--- src/rtl/lii_tx_arb.sv ---
`timescale 1ns/1ps
// lii_tx_arb
// Merges two HLS kernel output streams onto one LII physical output channel.
// Each accepted beat is zero-padded to PW bits and tagged with a route
// (src = SRC_ID, dst = DST0/DST1). Beats are queued in a 2-entry registered
// FIFO, and the phy outputs come only from the FIFO head registers.
//
// Ports
//   aclk, arst           : clock; synchronous active-high reset
//   s0_* / s1_*          : logical AXI-Stream inputs (DW0 / DW1 bits)
//   lii_out_p0_*         : physical output channel (PW data, 8-bit src/dst)
//   beat_cnt0/1          : beats of stream 0/1 that completed a phy handshake
module lii_tx_arb #(
    parameter int          PW     = 128,
    parameter int          DW0    = 56,
    parameter int          DW1    = 72,
    parameter logic [7:0]  SRC_ID = 8'h00,
    parameter logic [7:0]  DST0   = 8'h01,
    parameter logic [7:0]  DST1   = 8'h02
) (
    input  logic            aclk,
    input  logic            arst,
    input  logic [DW0-1:0]  s0_tdata,
    input  logic            s0_tvalid,
    output logic            s0_tready,
    input  logic [DW1-1:0]  s1_tdata,
    input  logic            s1_tvalid,
    output logic            s1_tready,
    output logic [PW-1:0]   lii_out_p0_tdata,
    output logic            lii_out_p0_tvalid,
    input  logic            lii_out_p0_tready,
    output logic [7:0]      lii_out_p0_src,
    output logic [7:0]      lii_out_p0_dst,
    output logic [31:0]     beat_cnt0,
    output logic [31:0]     beat_cnt1
);

    logic [1:0]    count_q, count_d;
    logic          wr_ptr_q, wr_ptr_d;
    logic          rd_ptr_q, rd_ptr_d;
    logic          rr_q, rr_d;
    logic [31:0]   cnt0_q, cnt0_d;
    logic [31:0]   cnt1_q, cnt1_d;

    logic [PW-1:0] data_q [2];
    logic [7:0]    dst_q  [2];
    // Hidden source index per entry, so counters stay correct even if DST0 == DST1.
    logic [1:0]    sidx_q;

    logic          pop;
    logic          push;
    logic          space;
    logic          grant;
    logic [PW-1:0] push_data;
    logic [7:0]    push_dst;

    always_comb begin
        pop       = 1'b0;
        space     = 1'b0;
        grant     = 1'b0;
        push      = 1'b0;
        push_data = '0;
        push_dst  = DST0;
        s0_tready = 1'b0;
        s1_tready = 1'b0;
        count_d   = count_q;
        wr_ptr_d  = wr_ptr_q;
        rd_ptr_d  = rd_ptr_q;
        rr_d      = rr_q;
        cnt0_d    = cnt0_q;
        cnt1_d    = cnt1_q;

        pop   = (count_q != 2'd0) && lii_out_p0_tready;
        // A full FIFO still has room when its head leaves in the same cycle.
        space = (count_q < 2'd2) || pop;

        if (s0_tvalid && s1_tvalid) begin
            grant = rr_q;
        end else if (s1_tvalid) begin
            grant = 1'b1;
        end else begin
            grant = 1'b0;
        end

        s0_tready = space && !grant && !arst;
        s1_tready = space &&  grant && !arst;

        if (s0_tvalid && s0_tready) begin
            push               = 1'b1;
            push_data[DW0-1:0] = s0_tdata;
            push_dst           = DST0;
        end else if (s1_tvalid && s1_tready) begin
            push               = 1'b1;
            push_data[DW1-1:0] = s1_tdata;
            push_dst           = DST1;
        end

        if (push) begin
            wr_ptr_d = ~wr_ptr_q;
            rr_d     = ~grant;
        end
        if (pop) begin
            rd_ptr_d = ~rd_ptr_q;
            if (sidx_q[rd_ptr_q]) begin
                cnt1_d = cnt1_q + 32'd1;
            end else begin
                cnt0_d = cnt0_q + 32'd1;
            end
        end

        case ({push, pop})
            2'b10:   count_d = count_q + 2'd1;
            2'b01:   count_d = count_q - 2'd1;
            default: count_d = count_q;
        endcase
    end

    always_ff @(posedge aclk) begin
        if (arst) begin
            count_q  <= 2'd0;
            wr_ptr_q <= 1'b0;
            rd_ptr_q <= 1'b0;
            rr_q     <= 1'b0;
            cnt0_q   <= '0;
            cnt1_q   <= '0;
            sidx_q   <= '0;
            for (int i = 0; i < 2; i++) begin
                data_q[i] <= '0;
                dst_q[i]  <= '0;
            end
        end else begin
            count_q  <= count_d;
            wr_ptr_q <= wr_ptr_d;
            rd_ptr_q <= rd_ptr_d;
            rr_q     <= rr_d;
            cnt0_q   <= cnt0_d;
            cnt1_q   <= cnt1_d;
            if (push) begin
                data_q[wr_ptr_q] <= push_data;
                dst_q[wr_ptr_q]  <= push_dst;
                sidx_q[wr_ptr_q] <= grant;
            end
        end
    end

    // Head entry is gated by valid so an empty FIFO presents all-zero outputs.
    assign lii_out_p0_tvalid = (count_q != 2'd0);
    assign lii_out_p0_tdata  = lii_out_p0_tvalid ? data_q[rd_ptr_q] : '0;
    assign lii_out_p0_dst    = lii_out_p0_tvalid ? dst_q[rd_ptr_q]  : 8'h00;
    assign lii_out_p0_src    = lii_out_p0_tvalid ? SRC_ID           : 8'h00;
    assign beat_cnt0         = cnt0_q;
    assign beat_cnt1         = cnt1_q;

endmodule

--- config.mk ---
export PLATFORM = sky130hd
export DESIGN_NAME = lii_tx_arb
export DESIGN_NICKNAME = d
export VERILOG_FILES = /design/src/rtl/lii_tx_arb.sv
export SDC_FILE = /design/constraint.sdc
export NUM_CORES = 1
export LEC_CHECK = 0
export BUFFER_PORTS_ARGS = -buffer_cell sky130_fd_sc_hd__buf_2
export CORE_AREA = 2 2 216 154
export DETAILED_ROUTE_END_ITERATION = 10
export DIE_AREA = 0 0 218 156
export GPL_TIMING_DRIVEN = 0
export PLACE_DENSITY_LB_ADDON = 0.15
export SYNTH_ARGS = -nofsm -noshare
export SYNTH_HDL_FRONTEND = slang
export SYNTH_SLANG_ARGS = --single-unit
--- constraint.sdc ---
create_clock -name aclk -period 9.27 [get_ports aclk]
set_input_delay 1.3905 -clock aclk [delete_from_list [all_inputs] [get_ports aclk]]
set_output_delay 1.3905 -clock aclk [all_outputs]
set_load 0.1 [all_outputs]
Yosys cells after proc, flatten, opt, wreduce, memory -nomap -nowiden --
Memory sizes are Yosys's and may differ from the RTL's. A register that Yosys moved wholly into a read port is not among the register bits. Index checks and enable logic that the tools add are counted.
Storage, ports and cells: bits in registers 71, latch bits 0, RAM bits 160, ROM bits 0, input bits 133, output and inout bits 211, logic and storage cells 73, memories 2
Cells by class: add/subtract/negate cells 4, multipliers 0, divide/modulo/power cells 0, magnitude comparators 4, equality and inequality tests 2, shift-type cells 0, mux-type cells 32, bitwise logic cells 4, reduce and logical (&&, ||, !) cells 18
Memory list:
- data_q | depth 2, width 72, rd ports 1, clocked after Yosys merged registers in 1, write ports 2, RTL line 45 | logic [PW-1:0] data_q [2];
- dst_q | depth 2, width 8, rd ports 1, clocked after Yosys merged registers in 1, write ports 2, RTL line 46 | logic [7:0] dst_q [2];
Operator list (number):
- 72-bit 2-to-1 mux | 2
- 128-bit 2-to-1 mux | 1
- 72-bit OR reduction | 1
- 32-bit by 1-bit adder with 32-bit output, second input constant | 2
- 56-bit 2-to-1 mux | 1
- 8-bit 2-to-1 mux | 3
- 1-bit 2-to-1 mux | 20
- 16-bit 2-to-1 mux | 1
- 1-bit logical AND | 9
- 8-bit OR reduction | 1
- 1-bit by 2-bit less-than comparator with 1-bit output, second input constant | 2
- 1-bit inverter | 4
- 2-bit one-hot mux with 2 select lines | 1
- 2-bit AND reduction | 2
- 2-bit nonzero test | 2
- 2-bit by 1-bit adder with 2-bit output, second input constant | 1
- 2-bit bitwise mux | 1
- 2-bit by 1-bit equality test with 1-bit output, second input constant | 1
- 2-bit equality test, second input constant | 1
- 1-bit logical NOT | 2
- 2-bit less-than comparator, second input constant | 1
- 2-bit 2-to-1 mux | 1
- 2-bit by 1-bit subtractor with 2-bit output, second input constant | 1
- 1-bit demux with 1-bit select | 1
- 2 further kinds | 2

Logic depth before layout (Yosys ltp) --
depth in word-level cells 13, depth in mapped cells 7, mapped depth without buffers 5

Least setup slack after synthesis --
No wires, ideal clock.
path kind input port to output port, start point input port arst, end point output port s0_tready, arrival time 4.065 ns, required time 7.879 ns, setup slack 3.814 ns, cell stages on the path 3, path buffers 2, cell sequence clkbuf_1 > clkbuf_1 > nor3b_1
Between the ends: longest elaborated chain between the ends 2
RTL lines:
- start: declaration | RTL line 22 | input logic arst,
- 1-bit logical NOT | RTL line 85 | s0_tready = space && !grant && !arst;
- 1-bit logical AND | RTL line 85
- end: declaration | RTL line 25 | output logic s0_tready,
Every way passes these cells.

Worst setup path after layout --
start point input port arst, end point output port s1_tready
Between the ends: longest elaborated chain between the ends 2
RTL lines:
- 1-bit logical NOT | RTL line 86 | s1_tready = space && grant && !arst;
- 1-bit logical AND | RTL line 86
- end: declaration | RTL line 28 | output logic s1_tready,
Every way passes these cells.

==> metrics <==
Synth top area share 0.402; placed cells 1826; combined area of the multi-input logic cells 0.00459 mm2; IO Port Bufs 272; dpl hpwl 23700 um; largest area contributor in the netlist edfxtp_1; Setup WS post-layout 4.03 ns; Die Span Y 156 um; CTS Hold Bufs 0; final setup vio count 0; I/O pin total 344; Cells after Synth 1055; Seq/Total Area, Yosys 0.533; Place WS 3.89 ns; Placer Congestion 0.776; clock network power share 0.345; Max FO, Critical Path 10; ys async rst share 0; GR Overflow Total 0; ANT cells 0; M1 WL 15800 um; synthesized cell area 0.0111 mm2; Avg WL per Cell 17.4 um; vias in the first global route 8437; ys flop type edfxtp_1; ANT nets after route 0; WL met2 14400 um; Core ar. 0.0319 mm2; Fillers 3175; total number of vias 9055; Overall Power 2.90 mW; Nets 1560; highest routed layer met5; Routed WL 32500 um; maximum VDD drop 0.0000842 V; fin util 0.442; Avg Vias per Cell 4.85; CTS HTree Levels 1; Global Route Usage Sum 0.185; Logic pwr share 0.263; Seq pwr share 0.391; critical path capture point type output port; first drt pass iteration count 5; CTS resizes 0; met3 WL 1790 um; Int Power 1.87 mW; Switch Pwr 1.03 mW; Cell Rows 55; Req. time, crit path 7.88 ns; Max Transition Viols Final 0; DRC viols 0; Clock Tree Root clkbuf_16; crit path kind in -> out; Cell Pwr Density 205 mW/mm2; Skew-Pair Late Insertion Delay 0.52 ns; die outline area 0.0340 mm2; initial antenna violation count 1; Synth-to-Final Area Change 27.7%; yosys warns 0; FMAX 191 MHz; Critical Path AT 3.85 ns; largest net degree at the start of global routing 51; Setup Buffers After CTS 0; starting DRC count in detailed routing 553; clk buf depth 3; RSZ-0062 raised after global routing no; Post-synth EDFFs 148; type of origin of the critical path input port; total leakage power 5.87 nW; top-count cell post-synth nor2_1; first-pass GRT wire length 49000 um; final hold vios 0; setup TNS 0 ns; Final Skew 0.0170 ns; Final Critical Period 5.24 ns; FF+latch count, synth 220; clock-pin transition on the worst setup and hold timing paths 0.06 ns; count of non-filler cells in the finished layout 1868; share of cells above drive strength 1 0.286; synth top area cells edfxtp_1 40%, dfxtp_1 13%, mux2i_1 6.8%, nor2_1 5.6%, buf_4 4.8%; Sw Share 0.355; Worst slew margin 0.428; CTS tree yes; Max Cap Viol 0; status finished clean; Initial Utilization 0.346; Sink Count 220; Die Wd 218 um; synth unique cells 48; register area 0.00589 mm2; Worst-Margin Slew 0.858 ns; Post-synth top cells 164 x nor2_1, 148 x edfxtp_1, 75 x mux2i_1, 72 x dfxtp_1, 70 x buf_4; post-synthesis average cell area 10.5 um2; min-delay worst type reg -> reg; Num CTS Buffers 24; Tcrit/Tclk final 0.565
-- metrics by stage --
| stage | cell area [um2] | hold slack (ns) |
|---|---|---|
| after floorplan | 11300 | 0.449 |
| final | 14100 | 0.492 |
| after CTS | 14100 | 0.492 |
| after detailed placement | 13300 | 0.464 |
| after global placement | 13200 | 0.461 |
| after global routing | 14100 | 0.516 |
-- worst max-delay path, stage by stage --
cell	delay, ns
clkbuf_1	0.25
a2111oi_4	0.83
buf_2	0.49
clkbuf_1	0.36
buf_2	0.51
-- path summary, 6_finish.rpt --
kind | startpoint | end | slack [ns] | cells past startpoint
setup / recovery | arst | s1_tready | 4.03 | 5
hold / removal | sidx_q[0]$_SDFFE_PP0P_ | sidx_q[0]$_SDFFE_PP0P_ | 0.49 | 1
setup reg to reg | count_q[1]$_SDFFE_PP0P_ | data_q[1][58]$_SDFFCE_PN0P_ | 6.07 | 7
hold reg to reg | sidx_q[0]$_SDFFE_PP0P_ | sidx_q[0]$_SDFFE_PP0P_ | 0.49 | 1
-- kinds of logic after synthesis --
logic type | synth area share
xor+xnor | 0.0111
mux | 0.0791
other cells | 0.000339
fa+ha+maj | 0.00226
simple gates | 0.201
buf+inv | 0.0776
flops | 0.533
compound gates | 0.0958
-- cells in the final DEF, fill, tap and decap left out, types with 6 or more instances in the layout --
master,instances
xor2_1,7
or3_1,13
nand3_1,25
dfxtp_1,72
a22oi_1,56
o31ai_1,21
clkbuf_16,25
nor2_1,164
edfxtp_1,148
nor2b_1,67
xnor2_1,7
nand4_1,23
o41ai_1,9
mux2i_1,75
buf_4,70
and4_1,10
buf_1,12
buf_2,279
nor4_1,12
inv_1,13
mux2_2,11
or4_1,22
and2_1,26
o311ai_0,6
and3_1,21
or2_2,7
a21oi_1,35
conb_1,70
o21ai_0,10
nand2_1,24
clkbuf_1,58
-- state kept, by name, summed over array words and instances (netlist names), named ones only --
name	cells
beat_cnt0	32
beat_cnt1	32
count_q	2
data_q	144
dst_q	4
rd_ptr_q	1
rr_q	1
sidx_q	2
wr_ptr_q	1
-- area by class of cell --
type / instances / area share
clock buffers: 29 / 0.0454
well taps: 427 / 0.0379
multi-input cells: 748 / 0.326
repair buffers: 275 / 0.101
inverters: 13 / 0.00346
plain buffers: 143 / 0.0573
clock inverters: 13 / 0.0121
flip-flops and latches: 220 / 0.417
-- power by group through the flow --
| stage | registers, mW | clock network, mW | logic [mW] |
|---|---|---|---|
| 2_1_floorplan | 1.16 | 0 | 0.606 |
| 3_3_place_gp | 1.16 | 0 | 0.760 |
| 3_5_place_dp | 1.16 | 0 | 0.769 |
| 4_1_cts | 1.14 | 1.02 | 0.770 |
| 5_1_grt | 1.14 | 1.07 | 0.806 |
| 6_report | 1.13 | 1.00 | 0.764 |
-- routing by layer --
metal  vias to the layer above  GRT usage
li1                       4455          -
met1                      4303      0.276
met2                       256      0.282
met3                        39     0.0300
met4                         2     0.0360
met5                         -          0
(Power assumes the default switching activity.)
